## src/rtl/cordic_iter_if.sv

```systemverilog
// Operand/result bundle for the iterative CORDIC engine.
// The slave modport is the engine's view. The master modport is the driver/consumer view.
interface cordic_iter_if #(
    parameter int N = 32
);
    logic                in_valid;
    logic                in_ready;
    logic                mode;
    logic                trig;
    logic signed [N-1:0] x_in;
    logic signed [N-1:0] y_in;
    logic signed [N-1:0] z_in;
    logic                out_valid;
    logic                out_ready;
    logic signed [N-1:0] x_out;
    logic signed [N-1:0] y_out;
    logic signed [N-1:0] z_out;
    logic                err;

    modport slave (
        input  in_valid, mode, trig, x_in, y_in, z_in, out_ready,
        output in_ready, out_valid, x_out, y_out, z_out, err
    );

    modport master (
        output in_valid, mode, trig, x_in, y_in, z_in, out_ready,
        input  in_ready, out_valid, x_out, y_out, z_out, err
    );
endinterface

```

## src/rtl/cordic_iter.sv

```systemverilog
// Iterative CORDIC engine that does one micro-rotation per clock.
// All data is signed Q4.(N-4). The X/Y/Z working registers carry two extra integer bits.
// A final SCALE cycle multiplies X and Y by the CORDIC gain correction K and saturates.
module cordic_iter #(
    parameter int N = 32,
    parameter int I = 16
) (
    input  logic          clk,
    input  logic          rst,
    cordic_iter_if.slave  bus
);
    localparam int W  = N + 2;
    localparam int PW = W + N;

    localparam logic [31:0] PI_Q28      = 32'h3243F6A8;
    localparam logic [31:0] HALF_PI_Q28 = 32'h1921FB54;
    localparam logic [31:0] K_Q28       = 32'h09B74EDA;

    // Truncate a positive Q4.28 constant to Q4.(N-4), then zero-extend it to working width.
    function automatic logic signed [W-1:0] q28_to_w(input logic [31:0] v);
        q28_to_w = $signed({2'b00, v[31 -: N]});
    endfunction

    // Table of atan(2^-k) in Q4.28, truncated.
    function automatic logic [31:0] atan_q28(input logic [4:0] idx);
        case (idx)
            5'd0:    atan_q28 = 32'h0C90FDAA;
            5'd1:    atan_q28 = 32'h076B19C1;
            5'd2:    atan_q28 = 32'h03EB6EBF;
            5'd3:    atan_q28 = 32'h01FD5BA9;
            5'd4:    atan_q28 = 32'h00FFAADD;
            5'd5:    atan_q28 = 32'h007FF556;
            5'd6:    atan_q28 = 32'h003FFEAA;
            5'd7:    atan_q28 = 32'h001FFFD5;
            5'd8:    atan_q28 = 32'h000FFFFA;
            5'd9:    atan_q28 = 32'h0007FFFF;
            5'd10:   atan_q28 = 32'h0003FFFF;
            5'd11:   atan_q28 = 32'h0001FFFF;
            5'd12:   atan_q28 = 32'h0000FFFF;
            5'd13:   atan_q28 = 32'h00007FFF;
            5'd14:   atan_q28 = 32'h00003FFF;
            5'd15:   atan_q28 = 32'h00001FFF;
            5'd16:   atan_q28 = 32'h00000FFF;
            5'd17:   atan_q28 = 32'h000007FF;
            5'd18:   atan_q28 = 32'h000003FF;
            5'd19:   atan_q28 = 32'h000001FF;
            5'd20:   atan_q28 = 32'h000000FF;
            5'd21:   atan_q28 = 32'h0000007F;
            5'd22:   atan_q28 = 32'h0000003F;
            5'd23:   atan_q28 = 32'h0000001F;
            5'd24:   atan_q28 = 32'h0000000F;
            5'd25:   atan_q28 = 32'h00000007;
            5'd26:   atan_q28 = 32'h00000003;
            5'd27:   atan_q28 = 32'h00000001;
            default: atan_q28 = 32'h00000000;
        endcase
    endfunction

    // Clamp a wide signed value to the N-bit signed range.
    function automatic logic signed [N-1:0] sat_n(input logic signed [PW-1:0] v);
        logic [PW-N:0] top;
        top = v[PW-1:N-1];
        if ((&top) || !(|top)) begin
            sat_n = v[N-1:0];
        end else begin
            sat_n = {v[PW-1], {(N-1){~v[PW-1]}}};
        end
    endfunction

    localparam logic signed [W-1:0] PI_W      = q28_to_w(PI_Q28);
    localparam logic signed [W-1:0] HALF_PI_W = q28_to_w(HALF_PI_Q28);
    localparam logic signed [N-1:0] K_N       = K_Q28[31 -: N];
    localparam logic signed [W-1:0] ONE_W     = {{(W-N+3){1'b0}}, 1'b1, {(N-4){1'b0}}};

    typedef enum logic [1:0] {
        IDLE  = 2'd0,
        ITER  = 2'd1,
        SCALE = 2'd2,
        DONE  = 2'd3
    } state_t;

    state_t              state_q, state_d;
    logic [4:0]          k_q, k_d;
    logic signed [W-1:0] x_q, x_d;
    logic signed [W-1:0] y_q, y_d;
    logic signed [W-1:0] z_q, z_d;
    logic                mode_q, mode_d;
    logic                err_pend_q, err_pend_d;
    logic signed [N-1:0] xo_q, xo_d;
    logic signed [N-1:0] yo_q, yo_d;
    logic signed [N-1:0] zo_q, zo_d;
    logic                err_q, err_d;
    logic                in_ready_q;
    logic                out_valid_q;

    logic signed [W-1:0]  xs_s, ys_s, zin_s;
    logic signed [W-1:0]  xsh_s, ysh_s, atan_s;
    logic                 d_pos_s;
    logic signed [PW-1:0] px_s, py_s, px_sh_s, py_sh_s;

    // Next-state, pre-rotation, micro-rotation and scaling datapath.
    always_comb begin
        state_d    = state_q;
        k_d        = k_q;
        x_d        = x_q;
        y_d        = y_q;
        z_d        = z_q;
        mode_d     = mode_q;
        err_pend_d = err_pend_q;
        xo_d       = xo_q;
        yo_d       = yo_q;
        zo_d       = zo_q;
        err_d      = err_q;

        // The trig shortcut only applies to rotation. Vectoring always uses the supplied X/Y.
        xs_s  = (bus.trig && !bus.mode) ? ONE_W : W'(bus.x_in);
        ys_s  = (bus.trig && !bus.mode) ? {W{1'b0}} : W'(bus.y_in);
        zin_s = W'(bus.z_in);

        xsh_s   = x_q >>> k_q;
        ysh_s   = y_q >>> k_q;
        atan_s  = q28_to_w(atan_q28(k_q));
        d_pos_s = mode_q ? y_q[W-1] : !z_q[W-1];

        px_s    = PW'(x_q) * PW'(K_N);
        py_s    = PW'(y_q) * PW'(K_N);
        px_sh_s = px_s >>> (N - 4);
        py_sh_s = py_s >>> (N - 4);

        case (state_q)
            IDLE: begin
                if (bus.in_valid) begin
                    state_d    = ITER;
                    k_d        = 5'd0;
                    mode_d     = bus.mode;
                    err_pend_d = !bus.mode && ((zin_s > PI_W) || (zin_s < -PI_W));
                    if (!bus.mode) begin
                        // Fold the angle into +-pi/2 so that the iterations can converge.
                        if (zin_s > HALF_PI_W) begin
                            x_d = -xs_s;
                            y_d = -ys_s;
                            z_d = zin_s - PI_W;
                        end else if (zin_s < -HALF_PI_W) begin
                            x_d = -xs_s;
                            y_d = -ys_s;
                            z_d = zin_s + PI_W;
                        end else begin
                            x_d = xs_s;
                            y_d = ys_s;
                            z_d = zin_s;
                        end
                    end else begin
                        // Move left half-plane vectors to the right half-plane. Z starts at +-pi.
                        if (xs_s[W-1]) begin
                            x_d = -xs_s;
                            y_d = -ys_s;
                            z_d = ys_s[W-1] ? -PI_W : PI_W;
                        end else begin
                            x_d = xs_s;
                            y_d = ys_s;
                            z_d = {W{1'b0}};
                        end
                    end
                end else begin
                    state_d = IDLE;
                end
            end
            ITER: begin
                if (d_pos_s) begin
                    x_d = x_q - ysh_s;
                    y_d = y_q + xsh_s;
                    z_d = z_q - atan_s;
                end else begin
                    x_d = x_q + ysh_s;
                    y_d = y_q - xsh_s;
                    z_d = z_q + atan_s;
                end
                k_d = k_q + 5'd1;
                if (k_q == 5'(I - 1)) begin
                    state_d = SCALE;
                end else begin
                    state_d = ITER;
                end
            end
            SCALE: begin
                xo_d    = sat_n(px_sh_s);
                yo_d    = sat_n(py_sh_s);
                zo_d    = sat_n(PW'(z_q));
                err_d   = err_pend_q;
                state_d = DONE;
            end
            DONE: begin
                if (bus.out_ready) begin
                    state_d = IDLE;
                end else begin
                    state_d = DONE;
                end
            end
            default: begin
                state_d = IDLE;
            end
        endcase
    end

    // State, datapath and output registers. Reset overrides any accept or handshake.
    always_ff @(posedge clk) begin
        if (rst) begin
            state_q     <= IDLE;
            k_q         <= 5'd0;
            x_q         <= {W{1'b0}};
            y_q         <= {W{1'b0}};
            z_q         <= {W{1'b0}};
            mode_q      <= 1'b0;
            err_pend_q  <= 1'b0;
            xo_q        <= {N{1'b0}};
            yo_q        <= {N{1'b0}};
            zo_q        <= {N{1'b0}};
            err_q       <= 1'b0;
            in_ready_q  <= 1'b1;
            out_valid_q <= 1'b0;
        end else begin
            state_q     <= state_d;
            k_q         <= k_d;
            x_q         <= x_d;
            y_q         <= y_d;
            z_q         <= z_d;
            mode_q      <= mode_d;
            err_pend_q  <= err_pend_d;
            xo_q        <= xo_d;
            yo_q        <= yo_d;
            zo_q        <= zo_d;
            err_q       <= err_d;
            in_ready_q  <= (state_d == IDLE);
            out_valid_q <= (state_d == DONE);
        end
    end

    assign bus.in_ready  = in_ready_q;
    assign bus.out_valid = out_valid_q;
    assign bus.x_out     = xo_q;
    assign bus.y_out     = yo_q;
    assign bus.z_out     = zo_q;
    assign bus.err       = err_q;
endmodule

```

## src/flat_wrapper.sv

```systemverilog
// flat-port wrapper written by rule: the top's interface ports become plain ports
module cordic_iter_flat 
#(
    parameter int N = 32,
    parameter int I = 16
)
  (clk, rst, bus_in_valid, bus_mode, bus_trig, bus_x_in, bus_y_in, bus_z_in, bus_out_ready, bus_in_ready, bus_out_valid, bus_x_out, bus_y_out, bus_z_out, bus_err);
  cordic_iter_if #(.N(N)) bus_i ();
  input  logic clk;
  input  logic rst;
  input wire logic [$bits(bus_i.in_valid)-1:0] bus_in_valid;
  input wire logic [$bits(bus_i.mode)-1:0] bus_mode;
  input wire logic [$bits(bus_i.trig)-1:0] bus_trig;
  input wire logic [$bits(bus_i.x_in)-1:0] bus_x_in;
  input wire logic [$bits(bus_i.y_in)-1:0] bus_y_in;
  input wire logic [$bits(bus_i.z_in)-1:0] bus_z_in;
  input wire logic [$bits(bus_i.out_ready)-1:0] bus_out_ready;
  output wire logic [$bits(bus_i.in_ready)-1:0] bus_in_ready;
  output wire logic [$bits(bus_i.out_valid)-1:0] bus_out_valid;
  output wire logic [$bits(bus_i.x_out)-1:0] bus_x_out;
  output wire logic [$bits(bus_i.y_out)-1:0] bus_y_out;
  output wire logic [$bits(bus_i.z_out)-1:0] bus_z_out;
  output wire logic [$bits(bus_i.err)-1:0] bus_err;
  assign bus_i.in_valid = bus_in_valid;
  assign bus_i.mode = bus_mode;
  assign bus_i.trig = bus_trig;
  assign bus_i.x_in = bus_x_in;
  assign bus_i.y_in = bus_y_in;
  assign bus_i.z_in = bus_z_in;
  assign bus_i.out_ready = bus_out_ready;
  assign bus_in_ready = bus_i.in_ready;
  assign bus_out_valid = bus_i.out_valid;
  assign bus_x_out = bus_i.x_out;
  assign bus_y_out = bus_i.y_out;
  assign bus_z_out = bus_i.z_out;
  assign bus_err = bus_i.err;
  cordic_iter #(.N(N), .I(I)) u_core (.clk(clk), .rst(rst), .bus(bus_i));
endmodule
```

## config.mk

```make
export PLATFORM = sky130hd
export DESIGN_NAME = cordic_iter_flat
export DESIGN_NICKNAME = d
export VERILOG_FILES = /design/src/rtl/cordic_iter_if.sv /design/src/rtl/cordic_iter.sv /design/src/flat_wrapper.sv
export SDC_FILE = /design/constraint.sdc
export NUM_CORES = 2
export LEC_CHECK = 0
export BUFFER_PORTS_ARGS = -buffer_cell sky130_fd_sc_hd__buf_2
export CAP_MARGIN = 30
export CORE_MARGIN = 4
export CORE_UTILIZATION = 65
export DETAILED_ROUTE_END_ITERATION = 8
export PLACE_DENSITY = 0.83
export SLEW_MARGIN = 20
export SYNTH_ARGS = -nofsm -noshare
export SYNTH_HDL_FRONTEND = slang
export SYNTH_SLANG_ARGS = --single-unit
```

## constraint.sdc

```tcl
create_clock -name clk -period 9.8 [get_ports clk]
set_input_delay 0.98 -clock clk [delete_from_list [all_inputs] [get_ports clk]]
set_output_delay 0.98 -clock clk [all_outputs]
set_load 0.02 [all_outputs]
```

Word-level counts from Yosys, hierarchy flattened
Memories as Yosys holds them, arrays and structs flattened. A register that Yosys moved wholly into a read port is not among the register bits. Index checks and enable logic that the tools add are counted.

Word-level logic and storage cells: 100. Bits in registers: 210. Memory bits (read-only): 896. Memories kept: 1. Input bits: 102. Output and inout port bits: 99.

Memory list: (name not given) (depth 32, bits a word 28, rd ports 1, clocked after memory_dff 1, write ports 0, line cordic_iter.sv:26) `case (idx)`.

Bitwise operators: 3. Multiplexer cells: 36. Shift operators: 2. Reductions and logical operators: 22. Magnitude comparators: 4. $add $sub $neg: 11. Multiply operators: 2. Eq/ne operators: 6.

Operators with widths (count): 34-bit two-way mux (21); 34-bit case mux with 2 select lines (3); 34-bit by 28-bit multiplier with 62-bit output (second input constant) (2); 32-bit two-way mux (3); 34-bit adder (2); 34-bit negator (2); 34-bit by 5-bit >>> shifter with 34-bit output (2); 34-bit subtractor (2); 34-bit by 33-bit adder with 34-bit output (1); 34-bit by 33-bit subtractor with 34-bit output (1); 32-bit by 31-bit adder with 33-bit output (second input constant) (1); 32-bit by 31-bit subtractor with 33-bit output (second input constant) (1); 32-bit by 30-bit greater-than comparator with 1-bit output (second input constant) (1); 32-bit by 31-bit greater-than comparator with 1-bit output (second input constant) (1); 32-bit by 30-bit less-than comparator with 1-bit output (second input constant) (1); 32-bit by 31-bit less-than comparator with 1-bit output (second input constant) (1); 5-bit two-way mux (3); 7-bit AND reduction (2); 7-bit OR reduction (2); 5-bit case mux with 2 select lines (1); 2-bit case mux with 4 select lines (1); 2-bit == test (second input constant) (3); 5-bit by 1-bit adder with 5-bit output (second input constant) (1); 5-bit by 4-bit == test with 1-bit output (second input constant) (1); other kinds (13) (27).

Longest topological paths before layout
Depth after elaboration: 9. Mapped depth: 30. Mapped depth without buffers: 27.

Worst setup path after synthesis
Ideal clock, no wire load.

Path kind: register to register. From: reg u_core.y_q[33]. To: reg u_core.yo_q[19] (netlist: u_core.bus.y_out[19]). Cell stages (with the launch flop): 26. Slack: 2.160 ns. Buffers on the path: 3. Setup time: 0.132 ns. Required time: 9.668 ns. Clock period less this slack: 7.640 ns. Arrival time: 7.508 ns. Cells stage by stage: dfxtp_1 -> ha_1 -> fa_1 -> fa_1 -> fa_1 -> inv_1 -> fa_1 -> fa_1 -> inv_1 -> fa_1 -> inv_1 -> ha_1 -> buf_2 -> nand4_1 -> nor4_2 -> nand2_1 -> a311oi_1 -> a211oi_1 -> o31ai_2 -> xor2_1 -> or4_1 -> and2_1 -> buf_2 -> buf_2 -> nor3_1 -> nor3_1.

Cells in the longest elaborated chain, start to end: 5. Elaborated cells on any way between the ends: 7. Classes of those cells: mul (1); mux (1); bitwise (1); reduce/logical (4).

RTL lines: start, declared (line cordic_iter.sv:85) `logic signed [W-1:0] y_q, y_d;`; start signal, assigned (line cordic_iter.sv:211) `y_q <= {W{1'b0}};`; start signal, assigned (line cordic_iter.sv:225) `y_q <= y_d;`; 34-bit by 28-bit multiplier with 62-bit output * (line cordic_iter.sv:126) `py_s = PW'(y_q) * PW'(K_N);`; 7-bit OR reduction (line cordic_iter.sv:63) `if ((&top) || !(|top)) begin`; 1-bit zero test (line cordic_iter.sv:63); 1-bit logical OR (line cordic_iter.sv:63); 32-bit two-way mux * (line cordic_iter.sv:63); end signal, assigned (line cordic_iter.sv:216) `yo_q <= {N{1'b0}};`; end signal, assigned (line cordic_iter.sv:230) `yo_q <= yo_d;`; end, declared (line cordic_iter.sv:90) `logic signed [N-1:0] yo_q, yo_d;`.

Mark *: on every way between the ends. The rest lies on a longest branch, timed or not. A chain may end at the register's enable or synchronous reset.

Worst setup path in the final report
From: reg u_core.y_q[5]. To: reg u_core.yo_q[18] (netlist: u_core.bus.y_out[18]).

The elaborated chain is that of the path after synthesis.

==> impl_metrics.json <==
{
  "place.gp.congestion": 1.06,
  "post_cts_buffers": 0,
  "routedWlPerCell_um": 24.6,
  "cts_root_buf": "clkbuf_16",
  "holdBufCountCts": 0,
  "drtIter0Drc": 5583,
  "setup-violations-final": 0,
  "grt_pass1_wl_um": 318000,
  "drc": 0,
  "synthAdderAreaFrac_pct": 45.0,
  "chipHeight_um": 315,
  "viasPerCell": 6.29,
  "required_ns": 10.25,
  "final_util_pct": 69.3,
  "dp.cells": 8395,
  "ys_ff_latch": 238,
  "ioPinCount": 201,
  "maxCapViolCount": 0,
  "clock_latency_ns": 0.66,
  "drt-pass1-iter-count": 6,
  "clockBufferDepth": 3,
  "ys_warn_count": 0,
  "clock_sinks": 238,
  "synthSimpleGateAreaFrac_pct": 10.1,
  "slowest_stage": "dfxtp_1",
  "slew_violations": 0,
  "hold_path.class": "flip-flop to flip-flop",
  "path_max_fanout": 17,
  "rsz0062_at_grt": "no",
  "synth_compound_area_share_pct": 15.6,
  "num_rows": 112,
  "synth_top_family_by_area": "adder cells",
  "period_share_pct": 90.7,
  "antenna_found_initial": 4,
  "finalClockSkew_ns": 0.0546,
  "synth_ff_type": "dfxtp_1",
  "route.vias.total": 53111,
  "cp_cell_sequence": "ha_1, xor2_1, ha_1, a21o_1, fa_1, inv_1, fa_1, inv_1, fa_1, fa_1, inv_1, fa_1, inv_1, ha_1, nor2b_1, o21ai_0, a311oi_1, a211oi_1, o31ai_2, xor2_1, or4_1, and2_1, nor2_4, a211oi_1",
  "synth_area_per_cell_um2": 8.63,
  "layout.cells.non_filler": 8450,
  "drive_gt1_share_pct": 7.91,
  "critical_path.top_delay_family": "adder cells",
  "synth.distinct_cells": 110,
  "die_w_um": 315,
  "die-area_um2": 99200,
  "cts_buffers": 30,
  "cts_tree": "done",
  "synthesis.nets": 8839,
  "synth_xor_area_share_pct": 4.47,
  "core_um2": 93300,
  "n_antenna_cell": 0,
  "critical-path-max-stage-delay_ns": 0.84,
  "synth_area_um2": 61200,
  "portBuffers": 200,
  "cp_num_buf_inv": 4,
  "synthMuxAreaShare_pct": 5.05,
  "area_growth_pct": 5.57,
  "arrival_ns": 9.34,
  "grt_max_degree": 83,
  "drt-total-wl_um": 208000,
  "async_reset_ff_share_pct": 0,
  "fmax_mhz": 112,
  "status": "completed",
  "grt_overflow": 0,
  "synth_edf_count": 0,
  "clk_pin_slew_worst_paths_ns": 0.06,
  "tightest_slew_ns": 1.19,
  "end_kind": "flip-flop",
  "final_hold_viol_count": 0,
  "final_nets": 8913,
  "cts_resized": 0,
  "htree_levels": 1,
  "timing.setup.critical_path_class": "flip-flop to flip-flop",
  "crit_top_cell": "fa_1",
  "grt_usage_pct": 41.9,
  "synth_cells": 7099,
  "hpwlAfterDp_um": 173000,
  "start_util_pct": 65.6,
  "slew_headroom_pct": 20.4,
  "grt_pass1_vias": 54511,
  "fin_hold_ws_ns": 0.449,
  "setup_tns_ns": 0,
  "yosysSeqAreaShare_pct": 7.78,
  "critPathLaunchType": "flip-flop",
  "period_minus_slack_ns": 8.89,
  "ant_nets": 0
}
==> synth_stat cells, types with 86 or more instances <==
master    count  area [um^2]
nor2_1      354         1330
a21o_1      113          848
mux4_2       86         1940
inv_1      1652         6200
xnor2_1     174         1520
nand2_1     439         1650
o21ai_0     334         1670
clkbuf_1    187          702
nor3_1      132          661
xor2_1      137         1200
fa_1        940        18800
dfxtp_1     238         4760
ha_1        698         8730
a21oi_1     405         2030
==> worst reg2reg max path: cells and delay by family, from the launching register on <==
kind | cells | cell delay [ns]
AND/OR/NAND/NOR | 4 | 1.57
AO/OA/AOI/OAI | 6 | 2.19
buffers and inverters | 4 | 0.20
adder cells (fa/ha/maj) | 8 | 3.53
flip-flops | 1 | 0.84
XOR/XNOR | 2 | 0.40
==> worst paths after layout <==
| path | startpoint | endpoint | slack (ns) | cells past startpoint |
|---|---|---|---|---|
| max | u_core.y_q[5] | u_core.bus.y_out[18] | 0.91 | 24 |
| min | u_core.bus.z_out[11] | u_core.bus.z_out[11] | 0.45 | 2 |
| max reg2reg | u_core.y_q[5] | u_core.bus.y_out[18] | 0.91 | 24 |
| min reg2reg | u_core.bus.z_out[11] | u_core.bus.z_out[11] | 0.45 | 2 |
==> per-layer routing <==
metal  global-route usage [%]  routed length (um)  vias up
met5                        0                  27        -
met4                     27.3               17500        4
met3                     7.01               18200      811
met2                     68.1               96000     2994
met1                     52.0               76400    25822
li1                         -                   -    23480
==> state kept, by name, summed over array words and instances, names as in the netlist, 2 cells and up <==
name	cells
u_core.state_q	2
u_core.bus.x_out	32
u_core.bus.z_out	32
u_core.atan_s	28
u_core.bus.y_out	32
u_core.z_q	34
u_core.x_q	34
u_core.k_q	5
u_core.y_q	34
==> layout by cell type, fill, tap and decap left out, types with 25 or more instances in the layout <==
master and instances:
inv_1 1652, fa_1 940, ha_1 698, nand2_1 436, a21oi_1 404, nor2_1 350, o21ai_0 334, dfxtp_1 232
buf_2 202, xnor2_1 174, xor2_1 137, nor3_1 132, a21o_1 113, buf_4 105, mux4_2 86, a211oi_1 73
nand3_1 69, mux2i_1 65, a31oi_1 62, o211ai_1 60, o22ai_1 58, nand2b_1 47, a221oi_1 41, nand4_1 38
o21a_1 35, and3_1 35, nor4_1 31, clkbuf_16 30, or2_2 29, o21bai_1 29, nor2b_1 27, o31ai_1 26
or3_1 25
==> through the flow <==
step                      setup slack [ns]  cell area [um^2]
after floorplan                       2.16             61200
after global placement                1.02             63500
after detailed placement              1.10             63600
after CTS                             1.09             64600
after global routing                 0.445             64600
final                                0.910             64600
==> cells by family (layout without fill, tap and decap cells) <==
family,Yosys count,in the layout
XOR/XNOR,312,312
flip-flops,238,238
AND/OR/NAND/NOR,1317,1317
adder cells (fa/ha/maj),1638,1638
AO/OA/AOI/OAI,1487,1487
buffers and inverters,1922,2019
multiplexers,185,185
==> layout make-up <==
cell class	count	area [um^2]
Multi-Input combinational cell	4939	49200
Fill cell	7581	28700
Inverter	1656	6220
Sequential cell	238	4780
Timing Repair Buffer	308	1820
Tap cell	1254	1570
Clock buffer	42	866
Clock inverter	13	199
Power is not shown: default switching activity piles up to over one toggle a cycle in this logic, so the estimate is an artifact.
